[config.mk]
export PLATFORM = sky130hd
export DESIGN_NAME = cache_port_arbiter
export DESIGN_NICKNAME = d
export VERILOG_FILES = /design/src/rtl/cache_pkg.sv /design/src/rtl/rr_pick2.sv /design/src/rtl/cache_port_arbiter.sv
export SDC_FILE = /design/constraint.sdc
export NUM_CORES = 1
export LEC_CHECK = 0
export CORE_UTILIZATION = 25
export CTS_BUF_LIST = sky130_fd_sc_hd__clkbuf_16
export DETAILED_ROUTE_END_ITERATION = 6
export PLACE_DENSITY = 0.58
export RECOVER_POWER = 50
export SLEW_MARGIN = 20
export SYNTH_ARGS = -nofsm -noshare
export SYNTH_HDL_FRONTEND = slang
export SYNTH_SLANG_ARGS = --single-unit
[constraint.sdc]
create_clock -name clk -period 1.6 [get_ports clk]
set_clock_uncertainty 0.05 [all_clocks]
set_input_delay 0.32 -clock clk [delete_from_list [all_inputs] [get_ports clk]]
set_output_delay 0.32 -clock clk [all_outputs]
set_load 0.01 [all_outputs]
[src/rtl/cache_pkg.sv]
`default_nettype none
// +----------------------------------------------------------------+
// | Package  : cache_pkg                                           |
// | Brief    : shared widths, arbiter state encoding and helpers   |
// |            for the cache port arbiter                          |
// | Revision : 1.0                                                 |
// +----------------------------------------------------------------+
package cache_pkg;

  // Default physical address and data word widths
  localparam int PA_WIDTH  = 32;
  localparam int WRD_WIDTH = 32;

  // WAIT cycle counter width; large enough for TIMEOUT up to 255
  localparam int CNT_WIDTH = 8;

  // Arbiter transaction states
  typedef enum logic [1:0] {
    ST_IDLE  = 2'd0,
    ST_ISSUE = 2'd1,
    ST_WAIT  = 2'd2,
    ST_RESP  = 2'd3
  } arb_state_e;

  // Convert a requester id into its one-hot port mask
  function automatic logic [1:0] id2oh(input logic id);
    return id ? 2'b10 : 2'b01;
  endfunction

endpackage : cache_pkg
`default_nettype wire

[src/rtl/rr_pick2.sv]
`default_nettype none
// +----------------------------------------------------------------+
// | Module   : rr_pick2                                            |
// | Brief    : two-way round-robin winner picker (combinational)   |
// | Revision : 1.0                                                 |
// +----------------------------------------------------------------+
module rr_pick2 (
  input  logic [1:0] req_i,
  input  logic       rr_i,
  output logic       valid_o,
  output logic       win_id_o
);

  // A lone requester always wins; on a tie the round-robin pointer decides
  always_comb begin
    valid_o  = |req_i;
    win_id_o = (&req_i) ? rr_i : req_i[1];
  end

endmodule : rr_pick2
`default_nettype wire

[src/rtl/cache_port_arbiter.sv]
`default_nettype none
// +----------------------------------------------------------------+
// | Module   : cache_port_arbiter                                  |
// | Brief    : arbitrates two load/store requesters onto a single  |
// |            cache port, one transaction at a time, with a WAIT  |
// |            timeout and a sticky error flag                     |
// | Revision : 1.0                                                 |
// +----------------------------------------------------------------+
module cache_port_arbiter #(
  parameter int PA_WIDTH  = cache_pkg::PA_WIDTH,
  parameter int WRD_WIDTH = cache_pkg::WRD_WIDTH,
  parameter int TIMEOUT   = 64
) (
  input  logic                 clk,
  input  logic                 rst_n,
  input  logic [1:0]           req,
  input  logic [1:0]           we,
  input  logic [PA_WIDTH-1:0]  addr0,
  input  logic [PA_WIDTH-1:0]  addr1,
  input  logic [WRD_WIDTH-1:0] wdata0,
  input  logic [WRD_WIDTH-1:0] wdata1,
  output logic [1:0]           gnt,
  output logic [1:0]           done,
  output logic [WRD_WIDTH-1:0] rdata,
  output logic                 err,
  output logic                 c_rd_en,
  output logic                 c_wr_en,
  output logic [PA_WIDTH-1:0]  c_addr,
  output logic [WRD_WIDTH-1:0] c_wdata,
  input  logic                 c_ack,
  input  logic [WRD_WIDTH-1:0] c_rdata
);

  import cache_pkg::*;

  // Last WAIT count value before the transaction is abandoned
  localparam logic [CNT_WIDTH-1:0] CNT_LAST = CNT_WIDTH'(TIMEOUT - 1);
  localparam logic [CNT_WIDTH-1:0] CNT_ONE  = CNT_WIDTH'(1);

  arb_state_e             state_q, state_d;
  logic                   owner_q, owner_d;
  logic                   we_q, we_d;
  logic [PA_WIDTH-1:0]    addr_q, addr_d;
  logic [WRD_WIDTH-1:0]   wdata_q, wdata_d;
  logic [CNT_WIDTH-1:0]   cnt_q, cnt_d;
  logic                   rr_q, rr_d;
  logic [WRD_WIDTH-1:0]   rdata_q, rdata_d;
  logic                   err_q, err_d;

  logic                   w_pick_valid;
  logic                   w_pick_id;

  rr_pick2 u_rr_pick2 (
    .req_i    (req),
    .rr_i     (rr_q),
    .valid_o  (w_pick_valid),
    .win_id_o (w_pick_id)
  );

  // State and transaction context registers; reset aborts any transaction
  always_ff @(posedge clk or negedge rst_n) begin
    if (!rst_n) begin
      state_q <= ST_IDLE;
      owner_q <= 1'b0;
      we_q    <= 1'b0;
      addr_q  <= '0;
      wdata_q <= '0;
      cnt_q   <= '0;
      rr_q    <= 1'b0;
      rdata_q <= '0;
      err_q   <= 1'b0;
    end else begin
      state_q <= state_d;
      owner_q <= owner_d;
      we_q    <= we_d;
      addr_q  <= addr_d;
      wdata_q <= wdata_d;
      cnt_q   <= cnt_d;
      rr_q    <= rr_d;
      rdata_q <= rdata_d;
      err_q   <= err_d;
    end
  end

  // Next-state logic: latch the winner in IDLE, count WAIT cycles, finish on ack or timeout
  always_comb begin
    state_d = state_q;
    owner_d = owner_q;
    we_d    = we_q;
    addr_d  = addr_q;
    wdata_d = wdata_q;
    cnt_d   = cnt_q;
    rr_d    = rr_q;
    rdata_d = rdata_q;
    err_d   = err_q;

    case (state_q)
      ST_IDLE: begin
        cnt_d = '0;
        if (w_pick_valid) begin
          state_d = ST_ISSUE;
          owner_d = w_pick_id;
          we_d    = w_pick_id ? we[1]  : we[0];
          addr_d  = w_pick_id ? addr1  : addr0;
          wdata_d = w_pick_id ? wdata1 : wdata0;
        end
      end

      ST_ISSUE: begin
        state_d = ST_WAIT;
        cnt_d   = '0;
      end

      ST_WAIT: begin
        if (c_ack) begin
          state_d = ST_RESP;
          rdata_d = we_q ? '0 : c_rdata;
          rr_d    = ~owner_q;
        end else if (cnt_q == CNT_LAST) begin
          state_d = ST_RESP;
          rdata_d = '0;
          err_d   = 1'b1;
          rr_d    = ~owner_q;
        end else begin
          cnt_d = cnt_q + CNT_ONE;
        end
      end

      ST_RESP: begin
        state_d = ST_IDLE;
        cnt_d   = '0;
      end

      default: begin
        state_d = ST_IDLE;
      end
    endcase
  end

  // Handshake pulses and cache strobes decode directly from the registered state
  always_comb begin
    gnt     = (state_q == ST_ISSUE) ? id2oh(owner_q) : 2'b00;
    done    = (state_q == ST_RESP)  ? id2oh(owner_q) : 2'b00;
    c_rd_en = (state_q == ST_ISSUE) & ~we_q;
    c_wr_en = (state_q == ST_ISSUE) &  we_q;
    c_addr  = addr_q;
    c_wdata = wdata_q;
    rdata   = rdata_q;
    err     = err_q;
  end

endmodule : cache_port_arbiter
`default_nettype wire

==> impl_metrics.tcl, run 1 <==
set metrics [dict create \
    leakage_nw 4.56 \
    ys_seq_area_frac 0.544 \
    vias 4734 \
    mostFrequentLayoutCells "165 x clkdlybuf4s50_1, 109 x dfrtp_1, 97 x dlygate4sd2_1" \
    synth_area_um2 5060 \
    n_antenna_cell 0 \
    path_class "reg -> out" \
    critPathMaxFanout 3 \
    rows 51 \
    utilization 0.488 \
    nets 989 \
    hpwl_um 11300 \
    firstDrtPassIters 4 \
    yosys_warnings 0 \
    cp_data_arrival_time_ns 1.30 \
    max_slew_margin 0.635 \
    drive_gt1_frac 0.246 \
    worst_slew_pin_slew_ns 0.548 \
    antenna_found_initial 0 \
    grt_pass1_vias 4477 \
    violations "setup timing" \
    syn-num-nets 669 \
    synth_area_leaders "dfrtp_1 54%, mux2i_1 13%, o21ai_0 6.3%" \
    synth-edff-count 0 \
    fillers 1853 \
    grt_max_degree 71 \
    rsz0062_at_grt "yes" \
    gp_congestion 0.726 \
    clock_path_buffers 2 \
    finalHoldViolCount 0 \
    grt_usage 0.149 \
    htreeDepth 3 \
    coreArea_um2 19700 \
    cts_buffers 9 \
    yosysTopAreaCellShare 0.544 \
    ys_types 32 \
    status "complete, but fails checks" \
    yosysTopAreaCell "dfrtp_1" \
    powerDensity_nw_per_um2 1620 \
    synthFlopType "dfrtp_1" \
    hold_ws_ns 0.409 \
    die_area_um2 20800 \
    max_cap_violations 0 \
    syn_inst 497 \
    slew_viol_final 0 \
    async_flop_share 1.00 \
    ant_nets 0 \
    ff_latch_area_um2 2750 \
    fin_cells 1087 \
    root_buffer "clkbuf_16" \
    startpoint_type "register" \
    area_growth_pct 89.3 \
    worstPathRequired_ns 1.23 \
    endpoint_kind "primary output" \
    fin_ws_ns -0.0678 \
    cts_tree "yes" \
    clk_latency_ns 0.35 \
    grt_pass1_wl_um 23600 \
    peakVddDrop_uv 626 \
    cp_cell_sequence "buf_6 -> ha_4 -> nor2b_1 -> buf_2" \
    multi_input_area_um2 2480 \
    io_buffers 269 \
    dp_cells 1043 \
    finalSetupViolCount 37 \
    fmax_mhz 600 \
    viasPerCell 4.36 \
    grt-ovfl-total 0 \
    routedWlPerCell_um 16.4 \
    initial_core_util 0.258 \
    fin_crit_sh 1.04 \
    ys_seq_elements 110 \
    avgSynthCellArea_um2 10.2 \
    hp-class "in -> async" \
    fin_crit_ns 1.67 \
    clk_pin_slew_ns 0.07 \
    postRouteWirelength_um 17800 \
    cpMaxStageDelayCell "dfrtp_1" \
    design_power_total_w 0.0155 \
    initialDrtViolationCount 71 \
    die_h_um 144 \
    final_common_cell "clkdlybuf4s50_1" \
    io_pins 270 \
    crit_path_max_incr_delay_ns 0.41 \
    drc_errors 0 \
    cts_num_sinks 110 \
    die_width_um 144 \
]
==> timing repair <==
item                                    CTS  global route
hold buffers                              1             0
resized for setup                       134           173
endpoints found under the setup margin  177           107
gates cloned                              1            19
pin swaps                                 3            42
endpoints found under the hold margin     7             0
setup buffers                             1             6
==> final timing paths <==
check | depth (start not counted) | from | to | slack [ns]
max | 4 | state_q[1] | done[0] | -0.07
max reg2reg | 9 | state_q[1] | rdata[22] | -0.06
min in group clk | 2 | c_addr[6] | c_addr[6] | 0.43
min reg2reg | 2 | c_addr[6] | c_addr[6] | 0.43
max in group asynchronous | 3 | rst_n | state_q[0] | 0.21
min | 2 | rst_n | rdata[3] | 0.41
==> logic make-up after synthesis <==
logic type | after synthesis | share of synthesized area
simple gates | 129 | 0.118
mux | 69 | 0.137
buf+inv | 70 | 0.0653
fa+ha+maj | 5 | 0.0124
xor+xnor | 2 | 0.00346
compound gates | 112 | 0.119
flops | 110 | 0.544
==> per-layer routing <==
layer,global-route usage,share of wire
met1,0.180,0.42
met2,0.244,0.48
met3,0.0553,0.086
met4,0.0449,0.012
met5,0,0
==> flip-flops by register name, indices dropped and copies added (netlist names) <==
name	count
cnt_q	8
state_q	2
c_addr	32
owner_q	1
we_q	1
rr_q	1
rdata	32
c_wdata	32
err	1
==> critical path, delay by kind of cell (launching register included) <==
kind	cells	cell delay, ns
adder cells (fa/ha/maj)	1	0.14
buffers and inverters	2	0.28
flip-flops	1	0.41
AND/OR/NAND/NOR	1	0.12
==> synth_stat cells, types with 2 or more instances <==
library cell	count
a31oi_1	3
and2_1	5
buf_2	13
buf_4	5
buf_6	4
clkbuf_1	9
clkbuf_2	2
dfrtp_1	110
ha_1	5
inv_1	37
mux2i_1	68
nand2_1	72
nand3_1	36
nand4_1	2
nor2_1	2
nor2b_1	5
o21ai_0	64
o21ai_1	41
==> power breakdown <==
group          internal (W)  switching (W)
clock network       0.00137        0.00106
logic               0.00431        0.00387
registers           0.00403       0.000851
total               0.00971        0.00579
==> final cells by class <==
type,instances,share of cell area
inverter,37,0.0145
clock inverter,7,0.00927
timing repair buffer,342,0.372
multi-input combinational,317,0.259
tap,265,0.0346
clock buffer,9,0.0235
sequential,110,0.287
==> per-stage QoR <==
step / area, µm² / setup WS (ns) / setup TNS, ns
floorplan: 5060 / 0.0422 / 0
global placement: 8380 / -0.351 / -22.10
detailed placement: 8380 / -0.399 / -22.99
CTS: 8640 / -0.0970 / -1.85
global route: 9580 / -0.147 / -6.08
finish: 9580 / -0.0678 / -1.04
Power figures use the tool's default switching activity.
==> run 2: changes to the inputs <==
--- a/config.mk
+++ b/config.mk
@@ -8,6 +8,7 @@
 export CORE_UTILIZATION = 25
 export CTS_BUF_LIST = sky130_fd_sc_hd__clkbuf_16
 export DETAILED_ROUTE_END_ITERATION = 6
+export GPL_TIMING_DRIVEN = 0
 export PLACE_DENSITY = 0.58
 export RECOVER_POWER = 50
 export SLEW_MARGIN = 20
==> impl_metrics.tcl, run 2 (same netlist as run 1, synthesis figures left out) <==
set metrics [dict create \
    grt_pass1_wl_um 25400 \
    fmax_mhz 595 \
    grt_max_degree 58 \
    die_h_um 144 \
    finalHoldViolCount 0 \
    fin_crit_sh 1.05 \
    cts_num_sinks 110 \
    initial_core_util 0.258 \
    cp_cell_sequence "inv_2 -> ha_4 -> nand4_1 -> o21ai_2 -> buf_6 -> clkbuf_16 -> nand3_1 -> o21ai_1" \
    cts_buffers 9 \
    die_area_um2 20800 \
    max_cap_violations 0 \
    rsz0062_at_grt "yes" \
    pwr-share-clk 0.159 \
    hp-class "reg -> reg" \
    slew_viol_final 0 \
    antenna_found_initial 0 \
    hold_ws_ns 0.423 \
    routedWlPerCell_um 15.9 \
    powerDensity_nw_per_um2 1500 \
    design_power_total_w 0.0131 \
    worst_slew_pin_slew_ns 0.811 \
    viasPerCell 4.32 \
    clk_pin_slew_ns 0.07 \
    vias 4587 \
    ff2ff_setup_slack_ns -0.08 \
    endpoint_kind "register" \
    status "complete, but fails checks" \
    n_antenna_cell 0 \
    peakVddDrop_uv 602 \
    die_width_um 144 \
    clk_latency_ns 0.35 \
    fin_ws_ns -0.0798 \
    crit_path_max_incr_delay_ns 0.46 \
    finalSetupViolCount 36 \
    cp_data_arrival_time_ns 1.91 \
    io_buffers 269 \
    grt_usage 0.162 \
    postRouteWirelength_um 16900 \
    io_pins 270 \
    leakage_nw 4.16 \
    htreeDepth 3 \
    area_growth_pct 72.8 \
    startpoint_type "register" \
    violations "setup timing" \
    p_int_w 0.00815 \
    ant_nets 0 \
    clock_path_buffers 2 \
    cpMaxStageDelayCell "dfrtp_2" \
    final_common_cell "clkdlybuf4s50_1" \
    root_buffer "clkbuf_16" \
    switching_share 0.379 \
    grt-ovfl-total 0 \
    max_slew_margin 0.460 \
    coreArea_um2 19700 \
    worstPathRequired_ns 1.83 \
    fin_crit_ns 1.68 \
    p_seq_frac 0.358 \
    cts_tree "yes" \
    nets 965 \
    combPwrFrac 0.482 \
    drive_gt1_frac 0.147 \
    utilization 0.445 \
    drc_errors 0 \
    hpwl_um 12400 \
    path_class "reg -> reg" \
    critPathMaxFanout 7 \
    mostFrequentLayoutCells "163 x clkdlybuf4s50_1, 109 x dfrtp_1, 98 x dlygate4sd2_1" \
    gp_congestion 0.731 \
    firstDrtPassIters 4 \
    grt_pass1_vias 4581 \
    p_sw_w 0.00498 \
    initialDrtViolationCount 102 \
    rows 51 \
]
==> run 2: cell count changes in the layout (fill, tap and decap cells not counted), moves of 11 or more <==
cell       delta
o21ai_2      -27
clkbuf_16    -11
nand2_1      +47
o21ai_1      +18
buf_4        -16
nand2_4      -24
nand3_2      +13
nand2_2      -23
nand3_1      -13
==> run 2: metrics by stage <==
stage | setup WS (ns) | instance area [µm²] | TNS, ns | std cells
final | -0.0798 | 8750 | -1.38 | 1063
after global routing | -0.150 | 8750 | -6.49 | 1063
after CTS | -0.102 | 8540 | -0.984 | 1062
after detailed placement | -0.770 | 8110 | -59.12 | 1032
after global placement | -4.45 | 8090 | -544.46 | 1031
after floorplan | 0.0422 | 5060 | 0 | 497
==> run 2: worst max-delay path: cells and delay by family, from the launching register on <==
family                   cells  cell delay [ns]
flip-flops                   1             0.46
buffers and inverters        3             0.45
AO/OA/AOI/OAI                2             0.34
AND/OR/NAND/NOR              2             0.18
adder cells (fa/ha/maj)      1             0.14
==> run 2: final timing paths <==
path | cells past startpoint | start | endpoint
hold / removal | 1 | err | err
setup / recovery | 8 | state_q[0] | rdata[6]
hold reg to reg | 1 | err | err
max in group asynchronous | 3 | rst_n | c_wdata[0]
setup reg to reg | 8 | state_q[0] | rdata[6]
min in group asynchronous | 2 | rst_n | rdata[6]
==> run 2: cell type report <==
type,count,area (µm²)
inverters,37,139
well taps,265,332
multi-input cells,317,2210
flip-flops and latches,110,2750
clock buffers,9,225
repair buffers,285,2740
fillers,1998,10900
plain buffers,33,304
clock inverters,7,41.3
==> run 2: power groups by stage <==
stage               Clock, W  Sequential, W  Combinational [W]
floorplan                  0        0.00525            0.00224
global placement           0        0.00472            0.00652
detailed placement         0        0.00477            0.00655
CTS                  0.00220        0.00469            0.00615
global route         0.00231        0.00486            0.00699
finish               0.00209        0.00470            0.00633
==> run 2: repair_timing <==
action / in CTS / in global routing
resized for setup: 192 / 66
setup buffers: 9 / 0
pin swaps: 4 / 16
cloned: 4 / 1
endpoints found under the setup margin: 206 / 105
hold buffers: 1 / 0
hold endpoints to repair: 53 / 0
==> run 2: per-layer routing <==
| metal | wire (µm) | up-vias | GRT usage |
|---|---|---|---|
| li1 | - | 2277 | - |
| met1 | 6840 | 2113 | 0.189 |
| met2 | 8190 | 188 | 0.274 |
| met3 | 1660 | 9 | 0.0699 |
| met4 | 157 | 0 | 0.0332 |
| met5 | 0 | - | 0 |
==> run 3: changes to the inputs <==
--- a/config.mk
+++ b/config.mk
@@ -9,7 +9,7 @@
 export CTS_BUF_LIST = sky130_fd_sc_hd__clkbuf_16
 export DETAILED_ROUTE_END_ITERATION = 6
 export GPL_TIMING_DRIVEN = 0
-export PLACE_DENSITY = 0.58
+export PLACE_DENSITY = 0.56
 export RECOVER_POWER = 50
 export SLEW_MARGIN = 20
 export SYNTH_ARGS = -nofsm -noshare
==> constraint.sdc (replaced) <==
create_clock -name clk -period 2.2 [get_ports clk]
set_clock_uncertainty 0.05 [all_clocks]
set_input_delay 0.44 -clock clk [delete_from_list [all_inputs] [get_ports clk]]
set_output_delay 0.44 -clock clk [all_outputs]
set_load 0.01 [all_outputs]
==> impl_metrics.tcl, run 3 (same netlist as run 1, synthesis figures left out) <==
set metrics [dict create \
    status "finished clean" \
    peakVddDrop_uv 484 \
    finalHoldViolCount 0 \
    clk_pin_slew_ns 0.07 \
    p_seq_frac 0.347 \
    ant_nets 0 \
    hpwl_um 12600 \
    postRouteWirelength_um 16200 \
    initialDrtViolationCount 125 \
    pwr-share-clk 0.192 \
    gp_congestion 0.718 \
    leakage_nw 3.85 \
    rsz0062_at_grt "no" \
    switching_share 0.352 \
    drive_gt1_frac 0.0562 \
    area_growth_pct 66.3 \
    clock_path_buffers 2 \
    hold_ws_ns 0.378 \
    final_common_cell "clkdlybuf4s50_1" \
    hp-class "in -> async" \
    path_class "reg -> out" \
    powerDensity_nw_per_um2 1170 \
    grt-ovfl-total 0 \
    grt_pass1_wl_um 24800 \
    vias 4529 \
    ff2ff_path_depth 4 \
    ff2ff_setup_slack_ns 0.32 \
    path_buf_inv 1 \
    combPwrFrac 0.461 \
    mostFrequentLayoutCells "221 x clkdlybuf4s50_1, 110 x dfrtp_1, 72 x nand2_1" \
    worstPathRequired_ns 1.71 \
    slew_viol_final 0 \
    root_buffer "clkbuf_16" \
    die_h_um 144 \
    tns_ns 0 \
    cpMaxStageDelayCell "clkdlybuf4s50_1" \
    rr_startpoint "cnt_q[7]" \
    utilization 0.428 \
    io_buffers 269 \
    die_area_um2 20800 \
    grt_pass1_vias 4504 \
    initial_core_util 0.258 \
    grt_usage 0.157 \
    cts_num_sinks 110 \
    cts_tree "yes" \
    endpoint_kind "primary output" \
    worst_slew_pin_slew_ns 1.49 \
    nets 950 \
    startpoint_type "register" \
    coreArea_um2 19700 \
    fin_crit_sh 0.966 \
    crit_path_max_incr_delay_ns 0.56 \
    n_antenna_cell 0 \
    p_sw_w 0.00345 \
    die_width_um 144 \
    cp_cell_sequence "ha_1 -> and2_1 -> clkdlybuf4s50_1" \
    ctsHoldBuffers 0 \
    antenna_found_initial 0 \
    io_pins 270 \
    rows 51 \
    cts_buffers 9 \
    firstDrtPassIters 4 \
    fin_ws_ns 0.0755 \
    p_int_w 0.00637 \
    clk_latency_ns 0.35 \
    post_cts_buffers 0 \
    path_delay_family "buffers and inverters" \
    cp_data_arrival_time_ns 1.63 \
    fin_crit_ns 2.12 \
    critPathMaxFanout 4 \
    max_slew_margin 0.00601 \
    htreeDepth 3 \
    viasPerCell 4.32 \
    grt_max_degree 57 \
    drc_errors 0 \
    timing.rr.end "state_q[1]" \
    dp_slack_ns -0.141 \
    fmax_mhz 471 \
    max_cap_violations 0 \
    finalSetupViolCount 0 \
    routedWlPerCell_um 15.5 \
]
[run 3: cell count changes in the layout (fill, tap and decap cells not counted), sizes merged]
cell and delta:
dlygate4sd3 +41, clkinvlp -2, dlygate4sd2 -94, clkinv -1, bufinv +3, buf -19, clkbuf -1, clkdlybuf4s50 +58
[run 3: how the worst max path moves through the flow]
stage                           from         to  cells past startpoint
after floorplan           state_q[0]  rdata[11]                      8
after global placement         rst_n  c_addr[1]                      1
after detailed placement      req[1]  c_addr[1]                      6
after CTS                 state_q[1]    done[0]                      3
after global routing      state_q[0]    done[1]                      3
final                     state_q[1]    done[1]                      3
[run 3: power by group through the flow]
stage / Clock [W] / Combinational, W / Sequential (W)
5_1_grt: 0.00202 / 0.00503 / 0.00352
4_1_cts: 0.00195 / 0.00478 / 0.00342
2_1_floorplan: 0 / 0.00163 / 0.00382
3_5_place_dp: 0 / 0.00479 / 0.00345
3_3_place_gp: 0 / 0.00477 / 0.00342
6_report: 0.00188 / 0.00453 / 0.00340
[run 3: worst reg2reg max path, cell delays in order, from the launching register on]
cell	delay, ns
dfrtp_1	0.42
and4bb_4	0.38
a41oi_1	0.26
a22oi_1	0.32
mux2_4	0.33
[run 3: stage by stage]
step | instances | cell area (µm²) | power (W)
final | 1048 | 8420 | 0.00982
after detailed placement | 1032 | 8110 | 0.00823
after CTS | 1048 | 8450 | 0.0102
after global placement | 1031 | 8090 | 0.00819
after floorplan | 497 | 5060 | 0.00545
after global routing | 1048 | 8420 | 0.0106
[run 3: layout make-up]
type / instances / area [µm²]
Tap cell: 265 / 332
Buffer: 33 / 191
Fill cell: 2005 / 11200
Clock buffer: 9 / 225
Timing Repair Buffer: 270 / 2710
Inverter: 37 / 139
Multi-Input combinational cell: 317 / 1950
Clock inverter: 7 / 111
Sequential cell: 110 / 2750
[run 3: routing by layer]
layer,global-route usage,wire length (µm)
met2,0.251,7440
met3,0.0606,1640
met1,0.194,6940
met4,0.0471,197
met5,0,0
[run 3: timing repair]
item | CTS | global route
endpoints found under the setup margin | 4 | 2
hold endpoints to repair | 0 | 0
resized for setup | 4 | 2
gates cloned | 0 | 0
==> edit, RTL diff (settings of run 1) <==
`addr_q`, `wdata_q` and `rdata_q` no longer have a reset.
--- a/src/rtl/cache_port_arbiter.sv
+++ b/src/rtl/cache_port_arbiter.sv
@@ -64,9 +64,6 @@
       owner_q <= 1'b0;
       we_q    <= 1'b0;
-      addr_q  <= '0;
-      wdata_q <= '0;
       cnt_q   <= '0;
       rr_q    <= 1'b0;
-      rdata_q <= '0;
       err_q   <= 1'b0;
     end else begin
@@ -74,11 +71,14 @@
       owner_q <= owner_d;
       we_q    <= we_d;
-      addr_q  <= addr_d;
-      wdata_q <= wdata_d;
       cnt_q   <= cnt_d;
       rr_q    <= rr_d;
-      rdata_q <= rdata_d;
       err_q   <= err_d;
     end
+  end
+
+  always_ff @(posedge clk) begin
+    addr_q  <= addr_d;
+    wdata_q <= wdata_d;
+    rdata_q <= rdata_d;
   end
 
Formal check against the unedited RTL: not equivalent (a bounded check fails within 4 cycles, from zero or initial values and one cycle with rst_n low).
==> edit against run 1 <==
The flow finishes with violations (DRC, setup timing). Sequential cell count unchanged. Setup slack got worse by 74 ps. Wire length is 18% lower. Synthesized area decreased by 7.6%. Fmax is 4.2% lower. Sequential share of layout area up 8.8 points. Final area decreased by 10%.
Power is not compared: it rests on default switching activity, and its combinational part moved more than twofold at a synthesized area within 25%.
==> edit: results (changes against run 1) <==
[run_status]
status=finished, violations left  ; unchanged
violations=DRC, setup timing  ; was setup timing

[sta]
relSlewSlack_pct=47.4  ; was 63.5%
hold-worst-slack_ps=416  ; was 409 ps
setup_viol=117  ; was 37
worst_slack_ps=-141  ; was -67.8 ps
tns_ps=-6520  ; was -1040 ps

[critical_path]
reg2reg_depth=6  ; was 9
criticalPathCategory=reg2reg  ; was reg2out
cp.arrival_ps=1760  ; was 1300 ps
path_delay_family=simple AND/OR/NAND/NOR gates  ; was flip-flops
crit_start=cnt_q[0]$_DFFE_PN0P_  ; was state_q[1]$_DFFE_PN0P_
r2r-end=rdata[13]$_SDFFCE_PP0P_  ; was rdata[22]$_DFFE_PN0P_

[final_layout]
inverters=7  ; was 37
sh_seq_area_pct=37.5  ; was 28.7%
multi_input_cells=151  ; was 317
final_cells=827  ; was 1087
n_all_buffers=314  ; was 342
drive_above_1_share_pct=24.9  ; was 24.6%
multiInputGateArea_sq_mm=0.00162  ; was 0.00248 sq mm
nonClkBufAreaFrac_pct=36.8  ; was 37.2%
multi_input_area_share_pct=18.8  ; was 25.9%
clockNetworkAreaShare_pct=3.15  ; was 3.28%
nets=765  ; was 989

[detailed_routing]
drt-met1-wl_mm=5.68  ; was 7.43 mm
wl_met3_um=883  ; was 1.54 mm
drt_iter0_drc=157  ; was 71
num_vias=3516  ; was 4734
drtPass1Iterations=7  ; was 4
drc=18  ; was 0
met2_length_mm=7.86  ; was 8.62 mm
wirelength_mm=14.6  ; was 17.8 mm
top_layer=met4  ; unchanged

[logic_synthesis]
synth_commonest_cells=edfxtp_1 (96), mux2_2 (64), and2_1 (37), dfrtp_1 (14), nor2b_1 (8)  ; was dfrtp_1 (110), nand2_1 (72), mux2i_1 (68), o21ai_0 (64), o21ai_1 (41)
syn-num-nets=451  ; was 669
async_reset_ff_share_pct=12.7  ; was 100%
ys_seq_area_share_pct=69.1  ; was 54.4%
synth_top_flop_cell=edfxtp_1  ; was dfrtp_1
synth_area_leaders=edfxtp_1 (62%), mux2_2 (15%), dfrtp_1 (7.5%)  ; was dfrtp_1 (54%), mux2i_1 (13%), o21ai_0 (6.3%)
synth_top_area_share_pct=61.6  ; was 54.4%

[place]
hpwl_mm=10.1  ; was 11.3 mm
placed_area_sq_mm=0.00791  ; was 0.00838 sq mm
dp_cells=793  ; was 1043
gp_congestion=0.740  ; was 0.726
place_worst_setup_slack_ps=-493  ; was -399 ps

[global_route]
grt.met3_usage_pct=3.69  ; was 5.53%
grt_max_degree=33  ; was 71
grt_pass1_wl_mm=21.7  ; was 23.6 mm
grt_use_met2_pct=27.8  ; was 24.4%
grt_pass1_vias=3738  ; was 4477
grt.total_usage_pct=15.1  ; was 14.9%
antenna_found_initial=0  ; unchanged
grt_use_met1_pct=17.1  ; was 18.0%

[power_and_ir_drop]
clk-power_mw=2.12

[floorplan]
coreArea_sq_mm=0.0181  ; was 0.0197 sq mm

[hold_path]
hp-class=reg2reg  ; was in2async

==> edit: cell types whose count changed after synthesis, sizes merged, moves of 32 or more <==
cell,delta
and2,+32
dfrtp,-96
edfxtp,+96
mux2,+64
mux2i,-65
nand2,-69
nand3,-32
o21ai,-97
==> edit: cells by family after synthesis <==
| family | count (synthesis) | synth area share [%] |
|---|---|---|
| AO/OA/AOI/OAI | 17 | 2.89 |
| XOR/XNOR | 2 | 0.375 |
| adder cells (fa/ha/maj) | 5 | 1.34 |
| buffers and inverters | 18 | 1.90 |
| flip-flops | 110 | 69.1 |
| multiplexers | 68 | 16.4 |
| AND/OR/NAND/NOR | 59 | 8.00 |
==> edit: timing repair <==
action                     in CTS  in global routing
setup endpoints to repair     184                157
gates cloned                    5                  4
resized for setup             140                 61
hold endpoints to repair        0                  0
pin swaps                       0                  2
setup buffers                   5                  5
